### src/rtl/sram_axis_reader.sv
// Streams a contiguous SRAM word range from one bank onto an AXI4-Stream master.
// First beat two cycles after start; credit-limited reads keep at most two words buffered under backpressure.
module sram_axis_reader #(
  parameter int MAX_ADDR_WIDTH = 16,
  parameter int IDX_WIDTH      = 3,
  parameter int SRAM_WIDTH_O   = 8
) (
  input  logic                      clk,
  input  logic                      rst,
  input  logic                      start,
  input  logic [IDX_WIDTH-1:0]      start_idx,
  input  logic [MAX_ADDR_WIDTH-1:0] start_addr,
  input  logic [MAX_ADDR_WIDTH:0]   start_len,
  output logic                      busy,
  output logic                      done,
  output logic                      sram_out_en,
  output logic [IDX_WIDTH-1:0]      sram_out_idx,
  output logic [MAX_ADDR_WIDTH-1:0] sram_out_addr,
  input  logic [SRAM_WIDTH_O-1:0]   sram_out_data,
  output logic [SRAM_WIDTH_O-1:0]   m_axis_tdata,
  output logic                      m_axis_tvalid,
  input  logic                      m_axis_tready,
  output logic                      m_axis_tlast
);

  localparam int LW = MAX_ADDR_WIDTH + 1;

  typedef enum logic [1:0] {IDLE, RUN, DRAIN, DONE} state_t;

  state_t                    state_q, state_d;
  logic [IDX_WIDTH-1:0]      idx_q, idx_d;
  logic [MAX_ADDR_WIDTH-1:0] addr_q, addr_d;
  logic [LW-1:0]             len_q, len_d;
  logic [LW-1:0]             rem_q, rem_d;
  logic [LW-1:0]             beat_q, beat_d;
  logic                      inflight_q;

  logic [SRAM_WIDTH_O-1:0]   buf_q [2];
  logic                      rd_ptr_q, wr_ptr_q;
  logic [1:0]                occ_q, occ_d;

  logic                      issue;
  logic                      pop;
  logic                      last_beat;
  logic                      store_push;
  logic                      store_pop;
  logic [SRAM_WIDTH_O-1:0]   head;

  // Credits come only from registered occupancy and in-flight state, so
  // the read strobe never depends combinationally on m_axis_tready.
  assign issue = (state_q == RUN) && (rem_q != '0) &&
                 (({1'b0, occ_q} + {2'b00, inflight_q}) < 3'd2);

  assign sram_out_en   = issue;
  assign sram_out_idx  = idx_q;
  assign sram_out_addr = issue ? addr_q : '0;
  assign busy          = (state_q != IDLE);
  assign done          = (state_q == DONE);

  // The returning word falls through to the stream when the buffer is empty;
  // if it is not taken that cycle it is stored and re-presented unchanged.
  assign m_axis_tvalid = (occ_q != 2'd0) || inflight_q;
  assign head          = (occ_q != 2'd0) ? buf_q[rd_ptr_q] : sram_out_data;
  assign m_axis_tdata  = m_axis_tvalid ? head : '0;
  assign last_beat     = (beat_q == (len_q - LW'(1)));
  assign m_axis_tlast  = m_axis_tvalid && last_beat;
  assign pop           = m_axis_tvalid && m_axis_tready;
  assign store_push    = inflight_q && !((occ_q == 2'd0) && pop);
  assign store_pop     = pop && (occ_q != 2'd0);
  assign occ_d         = occ_q + {1'b0, store_push} - {1'b0, store_pop};

  always_comb begin
    state_d = state_q;
    idx_d   = idx_q;
    addr_d  = addr_q;
    len_d   = len_q;
    rem_d   = rem_q;
    beat_d  = beat_q;
    if (pop) begin
      beat_d = beat_q + LW'(1);
    end
    case (state_q)
      IDLE: begin
        if (start) begin
          idx_d   = start_idx;
          addr_d  = start_addr;
          len_d   = start_len;
          rem_d   = start_len;
          beat_d  = '0;
          state_d = (start_len == '0) ? DONE : RUN;
        end
      end
      RUN: begin
        if (issue) begin
          addr_d = addr_q + MAX_ADDR_WIDTH'(1);
          rem_d  = rem_q - LW'(1);
          if (rem_q == LW'(1)) begin
            state_d = DRAIN;
          end
        end
      end
      DRAIN: begin
        if (pop && last_beat) begin
          state_d = DONE;
        end
      end
      DONE: begin
        state_d = IDLE;
      end
      default: begin
        state_d = IDLE;
      end
    endcase
  end

  always_ff @(posedge clk or posedge rst) begin
    if (rst) begin
      state_q    <= IDLE;
      idx_q      <= '0;
      addr_q     <= '0;
      len_q      <= '0;
      rem_q      <= '0;
      beat_q     <= '0;
      inflight_q <= 1'b0;
    end else begin
      state_q    <= state_d;
      idx_q      <= idx_d;
      addr_q     <= addr_d;
      len_q      <= len_d;
      rem_q      <= rem_d;
      beat_q     <= beat_d;
      inflight_q <= issue;
    end
  end

  always_ff @(posedge clk or posedge rst) begin
    if (rst) begin
      buf_q[0] <= '0;
      buf_q[1] <= '0;
      rd_ptr_q <= 1'b0;
      wr_ptr_q <= 1'b0;
      occ_q    <= 2'd0;
    end else begin
      if (store_push) begin
        buf_q[wr_ptr_q] <= sram_out_data;
        wr_ptr_q        <= !wr_ptr_q;
      end
      if (store_pop) begin
        rd_ptr_q <= !rd_ptr_q;
      end
      occ_q <= occ_d;
    end
  end

  fifo_no_overflow: assert property (@(posedge clk) disable iff (rst)
    !(store_push && !store_pop && (occ_q == 2'd2)));

endmodule

### config.mk
export PLATFORM = sky130hd
export DESIGN_NAME = sram_axis_reader
export DESIGN_NICKNAME = d
export VERILOG_FILES = /design/src/rtl/sram_axis_reader.sv
export SDC_FILE = /design/constraint.sdc
export NUM_CORES = 1
export LEC_CHECK = 0
export CORE_MARGIN = 2
export CORE_UTILIZATION = 35
export DETAILED_ROUTE_END_ITERATION = 12
export GPL_TIMING_DRIVEN = 0
export MAX_ROUTING_LAYER = met4
export SLEW_MARGIN = 20
export SYNTH_ARGS = -nofsm -noshare
export SYNTH_HDL_FRONTEND = slang
export SYNTH_SLANG_ARGS = --single-unit
### constraint.sdc
create_clock -name clk -period 2.73 [get_ports clk]
set_input_delay 0.273 -clock clk [delete_from_list [all_inputs] [get_ports clk]]
set_output_delay 0.273 -clock clk [all_outputs]
set_load 0.05 [all_outputs]
# ---- Word level (Yosys, flattened, before mapping)
# Index checks and enable logic that the tools add are counted.
dict set report totals {
  regBits 93
  in_bits 48
  output_inout_bits 32
  wordCells 81
}
dict set report op_classes {
  add_sub_neg 7
  magnitude_cmp 4
  n_eq_ne 9
  n_mux 24
  n_bitwise 2
  n_reduce_logical 23
}
# op count
set ops {}
lappend ops {{$mux W17} 5}
lappend ops {{$mux W16} 3}
lappend ops {{$mux W8} 6}
lappend ops {{$pmux W17 S2} 1}
lappend ops {{$sub A17 B1 Y17 const B} 2}
lappend ops {{$pmux W16 S2} 1}
lappend ops {{$add A17 B1 Y17 const B} 1}
lappend ops {{$eq A17 B1 Y1 const B} 1}
lappend ops {{$eq A17 B17 Y1} 1}
lappend ops {{$logic_not A17 Y1} 1}
lappend ops {{$reduce_bool A17 Y1} 1}
lappend ops {{$add A16 B1 Y16 const B} 1}
lappend ops {{$bwmux W16} 1}
lappend ops {{$mux W2} 5}
lappend ops {{$logic_and A1 B1 Y1} 9}
lappend ops {{$demux W8 S1} 1}
lappend ops {{$pmux W2 S4} 1}
lappend ops {{$ne A2 B2 Y1 const B} 3}
lappend ops {{$reduce_bool A2 Y1} 3}
lappend ops {{$eq A2 B2 Y1 const B} 2}
lappend ops {{$ge A2 B2 Y1 const B} 2}
lappend ops {{$logic_not A2 Y1} 2}
lappend ops {{$not A1 Y2} 2}
lappend ops {{$reduce_and A4 Y1} 1}
lappend ops {{other kinds (11)} 13}

# ---- Logic depth before layout (Yosys ltp)
dict set report depth {
  word_depth 8
  depth_mapped 10
  ltp_nobuf 9
}

# ---- Worst setup path after synthesis
# No wires, ideal clock.
dict set report synth_timing {
  path_kind {register to output}
  startpoint {reg len_q[3]}
  endpoint {out m_axis_tlast}
  t_arrival_ns 3.876
  path_slack_ns -1.419
  stages_incl_launch_ff 9
  cell_sequence {dfrtp_1 -> buf_6 -> or4_1 -> buf_2 -> or3_1 -> xnor2_1 -> nand4_1 -> or4_4 -> nor4b_1}
}
dict set report synth_between {
  elab_chain_cells 3
}
# item line_no
set synth_lines {}
lappend synth_lines {{start, declared} 33} ;# logic [LW-1:0] len_q, len_d;
lappend synth_lines {{start signal, assigned} 129} ;# len_q <= len_d;
lappend synth_lines {{$sub A17 B1 Y17} 65} ;# assign last_beat = (beat_q == (len_q - LW'(1)));
lappend synth_lines {{$eq A17 B17 Y1} 65}
lappend synth_lines {{$logic_and A1 B1 Y1} 66} ;# assign m_axis_tlast = m_axis_tvalid && last_beat;
lappend synth_lines {{end, declared} 23} ;# output logic m_axis_tlast
# Every way passes these cells.

# ---- Final worst setup path
dict set report layout_timing {
  startpoint {reg len_q[2]}
  endpoint {out m_axis_tlast}
}
# Same word-level chain as after synthesis.

==> results_dict.tcl <==
set metrics [dict create \
    post_dp_cell_area_um2 6655 \
    cts.htree.levels 3 \
    hp-class "in -> async" \
    fp.coreArea_um2 15660 \
    tritoncts "done" \
    dp_hpwl_um 11170 \
    p_leak_nw 3.193 \
    diodes 0 \
    fin_crit_sh_pct 121.6 \
    status "finished, violations left" \
    r2r-end "state_q[1]" \
    gp_congestion 0.8604 \
    grt-ovfl-total 0 \
    fin_nets 806 \
    synth_edf_count 0 \
    numCtsBuffers 9 \
    first_pass_iters 5 \
    synth_cell_types 56 \
    power_density_nw_per_um2 458.4 \
    tightest_slew_ns 0.7764 \
    syn_nets 696 \
    cp_max_fo 6 \
    slew_viol_final 0 \
    finalSetupViolations 8 \
    r2r_setup_slack_ns -0.18 \
    dr_total_vias 5183 \
    grt_max_degree 75 \
    grt_pass1_wl_um 26030 \
    drive_above_1_share_pct 17.58 \
    failed_checks "setup timing" \
    track_usage_pct 20.21 \
    clkTransAtPathRegs_ns 0.07 \
    drc 0 \
    whs_ns 0.2255 \
    arrival_ns 3.05 \
    clock-sinks 93 \
    rows 46 \
    die_h_um 129.9 \
    preCtsSetupSlack_ns -0.9839 \
    root_buffer "clkbuf_16" \
    max-vdd-ir-drop_uv 252.8 \
    synthesis.instances 636 \
    dieArea_um2 16870 \
    ys_ff_latch 93 \
    syn-cell-area_um2 5545 \
    required_ns 2.46 \
    post-route-min-period_ns 3.321 \
    yosysSeqAreaShare_pct 41.97 \
    startpoint_type "flop" \
    finalPower_mw 3.360 \
    drtIter0Drc 347 \
    cap_violations 0 \
    die_x_um 129.9 \
    skew_ns 0.006411 \
    setup_slack_ns -0.5906 \
    routed_wl_um 16000 \
    io_buffer_count 79 \
    fmax_mhz 301.2 \
    grt_pass1_vias 5158 \
    relSlewSlack_pct 48.05 \
    initial_utilization_pct 35.42 \
    wl_per_cell_um 16.54 \
    worstReg2RegStart "len_q[2]" \
    hold_viol 0 \
    drtAntennaViolNets 0 \
    io_pins 80 \
    insertion_delay_ns 0.36 \
    via_per_inst 5.360 \
    syn_area_per_cell_um2 8.719 \
    clock_path_buffers 2 \
    synth_top_flop_cell "dfrtp_1" \
    yosysWarningCount 0 \
    critPathKind "reg -> out" \
    area_growth_pct 32.20 \
    critPathCaptureType "primary output" \
    rsz0062_at_grt "yes" \
    fin_area_um2 7331 \
    r2r_cells 9 \
    antenna_found_initial 0 \
    async_flop_share_pct 100.0 \
]
[layout by cell type, fill, tap and decap left out, drive strengths merged, types with 4 or more instances in the layout]
| cell type | n |
|---|---|
| or3 | 11 |
| clkdlybuf4s50 | 58 |
| or4 | 6 |
| ha | 12 |
| xnor2 | 26 |
| nor3 | 17 |
| nor2 | 45 |
| o22ai | 9 |
| nor4 | 9 |
| a21oi | 37 |
| and3 | 13 |
| xor2 | 14 |
| nand4 | 8 |
| o21a | 5 |
| o21ai | 45 |
| a22oi | 6 |
| clkbuf | 37 |
| mux2i | 12 |
| nor2b | 4 |
| mux2 | 18 |
| buf | 43 |
| and2 | 19 |
| nand2 | 95 |
| nand3 | 32 |
| a31oi | 8 |
| o22a | 4 |
| inv | 19 |
| and4 | 4 |
| nand2b | 5 |
| dfrtp | 93 |
[kinds of logic after synthesis]
family,synth area share (%)
xor+xnor,6.318
flops,41.97
mux,5.821
buf+inv,3.475
fa+ha+maj,2.708
compound gates,15.10
simple gates,24.62
[flip-flops by register name, indices dropped and copies added, names as in the netlist]
register      flops
addr_q           16
buf_q            16
rd_ptr_q          1
beat_q           17
rem_q            17
len_q            17
state_q           2
wr_ptr_q          1
occ_q             2
inflight_q        1
sram_out_idx      3
[metal layers]
layer	GRT usage (%)	part of all wire [%]	vias up
li1	-	-	2489
met1	27.02	45	2500
met2	31.17	47	164
met3	2.911	4.9	30
met4	7.780	2.8	0
met5	-	0	-
[power by group]
group | total, mW | internal [mW] | switching [mW] | leakage (nW)
Combinational | 0.578 | 0.277 | 0.301 | 1.82
Clock | 1.23 | 0.630 | 0.598 | 0.134
Sequential | 1.55 | 1.45 | 0.107 | 1.24
[final cells by class]
cell class	count	area, µm²
Fill cell	1511	8324
Multi-Input combinational cell	494	3172
Sequential cell	93	2332
Timing Repair Buffer	101	1026
Tap cell	216	270.3
Clock buffer	9	225.2
Buffer	31	182.7
Inverter	16	65.06
Clock inverter	7	57.56
[critical path: stages, from the launching register on]
cell	delay (ns)
dfrtp_2	0.43
or4_4	0.54
buf_6	0.15
or3_4	0.34
xnor2_2	0.13
nand4_1	0.15
or4_4	0.48
nor4b_4	0.27
buf_6	0.20
[cell usage after synthesis (2+ instances only)]
master      n  area share, %
a2111oi_0   2           0.32
a211o_1     2           0.32
a21oi_1    37            3.3
a22oi_1     6           0.81
a31oi_1     8           0.90
and2_1     17            1.9
and3_1     13            1.5
and4_1      4           0.63
clkbuf_1   31            2.1
dfrtp_1    93             42
ha_1       12            2.7
inv_1      16            1.1
mux2_2     18            3.7
mux2i_1    12            2.2
nand2_1    95            6.4
nand2b_1    5           0.56
nand3_1    32            2.9
nand4_1     8           0.90
nand4b_1    2           0.32
nor2_1     45            3.0
nor2b_1     4           0.45
nor3_1     17            1.5
nor3b_1     2           0.27
nor4_1      8           0.90
o211ai_1    3           0.41
o21a_1      5           0.68
o21ai_0    44            4.0
o22a_1      4           0.63
o22ai_1     9            1.0
o31a_2      2           0.36
o32ai_1     2           0.32
or2_2       3           0.34
or3_1       9            1.0
or3_2       2           0.27
or4_1       5           0.68
xnor2_1    26            4.1
xor2_1     14            2.2
[what timing repair did]
item	in CTS	in global routing
setup endpoints to repair	57	44
cloned	1	0
pin swaps	7	6
setup buffers	15	5
resized for setup	162	36
hold buffers	0	0
[per-stage QoR]
stage	util [%]	setup TNS (ns)	cells
floorplan	-	-0.5005	636
global placement	42.30	-153.96	931
detailed placement	42.51	-10.73	932
CTS	45.88	-0.8175	964
global route	46.83	-1.580	967
finish	46.83	-0.9213	967
[how the worst max path moves through the flow]
stage | start | endpoint | slack [ns] | cells after the start
after floorplan | len_q[2] | m_axis_tlast | -0.33 | 7
after global placement | rst | len_q[2] | -1.86 | 2
after detailed placement | len_q[2] | m_axis_tlast | -0.98 | 8
after CTS | len_q[2] | m_axis_tlast | -0.60 | 8
after global routing | len_q[2] | m_axis_tlast | -0.71 | 8
final | len_q[2] | m_axis_tlast | -0.59 | 8
Power figures use the tool's default switching activity.
